## config.mk

```make
export PLATFORM = sky130hd
export DESIGN_NAME = psel_gen
export DESIGN_NICKNAME = d
export VERILOG_FILES = /design/src/rtl/psel_gen_pkg.sv /design/src/rtl/psel_gen_encoder.sv /design/src/rtl/psel_gen.sv
export SDC_FILE = /design/constraint.sdc
export NUM_CORES = 1
export LEC_CHECK = 0
export ABC_AREA = 1
export CORE_AREA = 2 2 39 41
export DETAILED_ROUTE_END_ITERATION = 10
export DIE_AREA = 0 0 41 43
export PLACE_DENSITY = 0.59
export SLEW_MARGIN = 20
export SYNTH_ARGS = -nofsm -noshare
export SYNTH_HDL_FRONTEND = slang
export SYNTH_SLANG_ARGS = --single-unit
```

## constraint.sdc

```tcl
create_clock -name clock -period 2.1 [get_ports clock]
set_input_delay 0.42 -clock clock [delete_from_list [all_inputs] [get_ports clock]]
set_output_delay 0.42 -clock clock [all_outputs]
set_load 0.01 [all_outputs]
```

## src/rtl/psel_gen_pkg.sv

```systemverilog
// -----------------------------------------------------------------------------
// psel_gen_pkg
//   Shared definitions for the fetch slice that uses psel_gen.
//   N is the fetch width. NUM_SCALAR_BITS is sized to hold any index 0..N
//   inclusive, so "no hit" can be encoded as N itself.
//   Address and instruction typedefs are shared with the fetch consumers.
//   psel_gen itself relies only on its own parameters.
// -----------------------------------------------------------------------------
package psel_gen_pkg;

    localparam int N               = 4;
    localparam int NUM_SCALAR_BITS = $clog2(N + 1);

    typedef logic [31:0] addr_t;
    typedef logic [31:0] inst_t;

endpackage

```

## src/rtl/psel_gen_encoder.sv

```systemverilog
// -----------------------------------------------------------------------------
// psel_gen_encoder
//   Converts a one-hot vector to a binary index. An all-zero input encodes
//   as WIDTH, meaning "nothing selected". A multi-hot input is not expected;
//   psel_gen drives this block only with its lowest-bit grant.
// Ports:
//   onehot  in  WIDTH     one-hot (or all-zero) selection
//   idx     out OUT_BITS  binary position of the set bit, WIDTH when none set
// -----------------------------------------------------------------------------
module psel_gen_encoder
    import psel_gen_pkg::*;
#(
    parameter int WIDTH    = 4,
    parameter int OUT_BITS = $clog2(WIDTH + 1)
) (
    input  logic [WIDTH-1:0]    onehot,
    output logic [OUT_BITS-1:0] idx
);

    always_comb begin
        idx = '0;
        // For a one-hot input, ORing the indices of all set bits gives the
        // single set bit's index. No priority chain is needed.
        for (int i = 0; i < WIDTH; i++) begin
            if (onehot[i]) begin
                idx = idx | OUT_BITS'(i);
            end
        end
        if (onehot == '0) begin
            idx = OUT_BITS'(WIDTH);
        end
    end

endmodule

```

## src/rtl/psel_gen.sv

```systemverilog
// -----------------------------------------------------------------------------
// psel_gen
//   Multi-grant priority selector. From req it picks up to REQS set bits,
//   starting from the lowest index. Each pick is reported as a one-hot row.
//   The block also reports the union of all rows, an empty flag, and the
//   binary index of the first pick. A registered copy of that index and of
//   the empty flag is provided for consumers in the next cycle.
//   This block has no handshake: the outputs follow req combinationally on
//   every cycle. The registered pair captures them on every clock edge.
// Ports:
//   clock      in  1           system clock
//   reset      in  1           synchronous active-high reset
//   req        in  WIDTH       request bits, bit 0 has highest priority
//   gnt_bus    out REQS*WIDTH  row k = k-th lowest set req bit, one-hot or 0
//   gnt        out WIDTH       OR of all gnt_bus rows
//   empty      out 1           req == 0
//   gnt_idx    out IDX_BITS    binary index of row 0, WIDTH when empty
//   gnt_idx_q  out IDX_BITS    gnt_idx registered (reset 0)
//   empty_q    out 1           empty registered (reset 1)
// -----------------------------------------------------------------------------
module psel_gen
    import psel_gen_pkg::*;
#(
    parameter int WIDTH    = 4,
    parameter int REQS     = 1,
    parameter int IDX_BITS = $clog2(WIDTH + 1)
) (
    input  logic                  clock,
    input  logic                  reset,
    input  logic [WIDTH-1:0]      req,
    output logic [REQS*WIDTH-1:0] gnt_bus,
    output logic [WIDTH-1:0]      gnt,
    output logic                  empty,
    output logic [IDX_BITS-1:0]   gnt_idx,
    output logic [IDX_BITS-1:0]   gnt_idx_q,
    output logic                  empty_q
);

    // Grant chain. Each stage sees the requests that earlier rows have not
    // taken yet, and isolates the lowest of them with x & -x.
    for (genvar k = 0; k < REQS; k++) begin : g_row
        logic [WIDTH-1:0] avail;
        logic [WIDTH-1:0] row;

        if (k == 0) begin : g_first
            assign avail = req;
        end else begin : g_next
            assign avail = g_row[k-1].avail & ~g_row[k-1].row;
        end

        assign row = avail & (~avail + WIDTH'(1));
        assign gnt_bus[k*WIDTH +: WIDTH] = row;
    end

    always_comb begin
        gnt = '0;
        for (int k = 0; k < REQS; k++) begin
            gnt = gnt | gnt_bus[k*WIDTH +: WIDTH];
        end
    end

    assign empty = (req == '0);

    // Row 0 is always the first block of gnt_bus. It is one-hot or zero,
    // so it is always valid input for the encoder.
    psel_gen_encoder #(
        .WIDTH    (WIDTH),
        .OUT_BITS (IDX_BITS)
    ) u_encoder (
        .onehot (gnt_bus[WIDTH-1:0]),
        .idx    (gnt_idx)
    );

    always_ff @(posedge clock) begin
        if (reset) begin
            gnt_idx_q <= '0;
            empty_q   <= 1'b1;
        end else begin
            gnt_idx_q <= gnt_idx;
            empty_q   <= empty;
        end
    end

endmodule

```

==> out/metrics.yaml <==
setup_viol_count_final: 0
start_kind: "primary input"
multiInputGateArea_um2: 68.8
seqCellArea_um2: 80.1
layout_common_cells: "clkdlybuf4s50_1, inv_1, dlygate4sd2_1"
cp_max_fo: 4
via_count: 246
fin_area_um2: 467
postCtsHoldBufs: 0
fp.dieArea_um2: 1760
ant_nets: 0
swShare_pct: 22.4
grt_max_degree: 6
run_status: "completed"
cts_max_path_buffers: 2
power.switching_uw: 51.2
hp-start: "req[1]"
rsz0062_at_grt: "yes"
floorplan.initialDensity_pct: 15.2
p_int_uw: 177
clk_pin_slew_ps: 30
antenna_found_initial: 0
place.detailed.hpwl_um: 383
combPwrFrac_pct: 25.3
grt_pass1_wl_um: 759
drc: 0
grt_usage_pct: 6.61
overflow: 0
drive_above_1_share_pct: 19.6
pin_count: 22
cts_tree: "built"
synth_cell_types: 9
pre_cts_ws_ps: -164
arrival_ps: 1660
avgSynthCellArea_um2: 6.57
leakage_nw: 0.295
cts_buffers: 3
area_growth_pct: 122
numPortBuffers: 21
wl_um: 453
first_pass_iters: 2
first_global_vias: 226
tightestPinTransition_ps: 206
fp.dieW_um: 41
cts_htree_levels: 1
rows: 14
setup_slack_ps: 16.8
diodes: 0
synthesis.nets: 38
period_minus_slack_ps: 2080
syn_area_um2: 210
ys_warn_count: 0
hold_viol: 0
synth-seq-area-share_pct: 38.1
wl_per_cell_um: 6.29
root_buffer: "clkbuf_4"
nets: 64
dr.first_iter.drc_count: 1
power_frac_seq_pct: 35.3
synthCells: 32
holdPathStages: 4
required_ps: 1680
max_freq_mhz: 480
slew_headroom_pct: 86.3
report.final.slew_viol_count: 0
coreArea_um2: 1380
power.density_nw_per_um2: 489
end_kind: "output pin"
hold_path_end: "gnt_idx_q[1]"
period_share_pct: 99.2
cap_violations: 0
ys_ff_latch: 4
numClockSinks: 4
critical_path_class: "in -> out"
fp.dieH_um: 43
place.gp.congestion: 0.627
dpl_cell_area_um2: 425
vias_per_cell: 3.42
nFillCells: 163
ir_drop_uv: 125
clkPwrFrac_pct: 39.4
hold_path.class: "in -> reg"
final_common_cell: "clkdlybuf4s50_1"
## metrics by stage
stage               total power [mW]  utilization (%)  hold WS (ps)  TNS (ps)  cells
finish                         0.228             33.7           626         0     72
detailed placement             0.142             30.7          1030     -1430     67
CTS                            0.234             32.8           742     -65.6     72
global placement               0.142             30.7          1030     -1400     67
floorplan                      0.105                -           492         0     32
global route                   0.248             33.7           668     -56.1     72
## power groups by stage
stage / sequential, mW / clock [mW] / combinational, mW
6_report: 0.0805 / 0.0898 / 0.0578
5_1_grt: 0.0807 / 0.103 / 0.0635
4_1_cts: 0.0805 / 0.0961 / 0.0578
3_5_place_dp: 0.0816 / 0 / 0.0602
3_3_place_gp: 0.0815 / 0 / 0.0602
2_1_floorplan: 0.0834 / 0 / 0.0216
## registers in the layout, summed over array words and instances (netlist names)
register / cells
gnt_idx_q: 3
empty_q: 1
## per-layer routing
layer	share of wire, %	vias to the layer above	track usage (%)
li1	-	134	-
met1	39	99	5.75
met2	49	13	10.3
met3	12	0	1.57
met4	0	0	8.00
met5	0	-	0
## final cells by class
| class | count | share of cell area, % |
|---|---|---|
| Sequential cell | 4 | 17.2 |
| Timing Repair Buffer | 26 | 51.7 |
| Inverter | 9 | 7.24 |
| Tap cell | 16 | 4.29 |
| Clock buffer | 3 | 4.83 |
| Multi-Input combinational cell | 14 | 14.7 |
## synthesized netlist by cell type (all sizes together)
cell type  number  area share (%)
nor2            6              11
buf             5              18
nand2           4             7.1
o21ai           1             2.4
or2             1             3.0
nor3            1             2.4
dfxtp           4              38
inv             9              16
a21oi           1             2.4
## logic make-up after synthesis
group | synth area share, %
buffers and inverters | 33.9
AOI/OAI and AO/OA | 4.76
and+or+nand+nor | 23.2
DFF | 38.1
## worst max-delay path by stage
stage / from / to / cells after the start
6_report: req[2] / gnt_idx[2] / 5
5_1_grt: req[2] / gnt_idx[2] / 5
4_1_cts: req[1] / gnt_idx[2] / 5
3_5_place_dp: req[1] / gnt[1] / 5
3_3_place_gp: req[1] / gnt[1] / 5
2_1_floorplan: req[1] / gnt_bus[3] / 4
## worst max-delay path, stage by stage
cell and delay, ps:
clkdlybuf4s50_1 450, nor2_1 130, nand2_2 80, inv_1 60
clkdlybuf4s50_1 520
## repair_timing
| item | 4_1_cts | 5_1_grt |
|---|---|---|
| buffers inserted | 2 | 0 |
| setup endpoints to repair | 10 | 2 |
| resized for setup | 11 | 4 |
| pin swaps | 2 | 1 |
| endpoints found under the hold margin | 0 | 0 |
(Power assumes the default switching activity.)
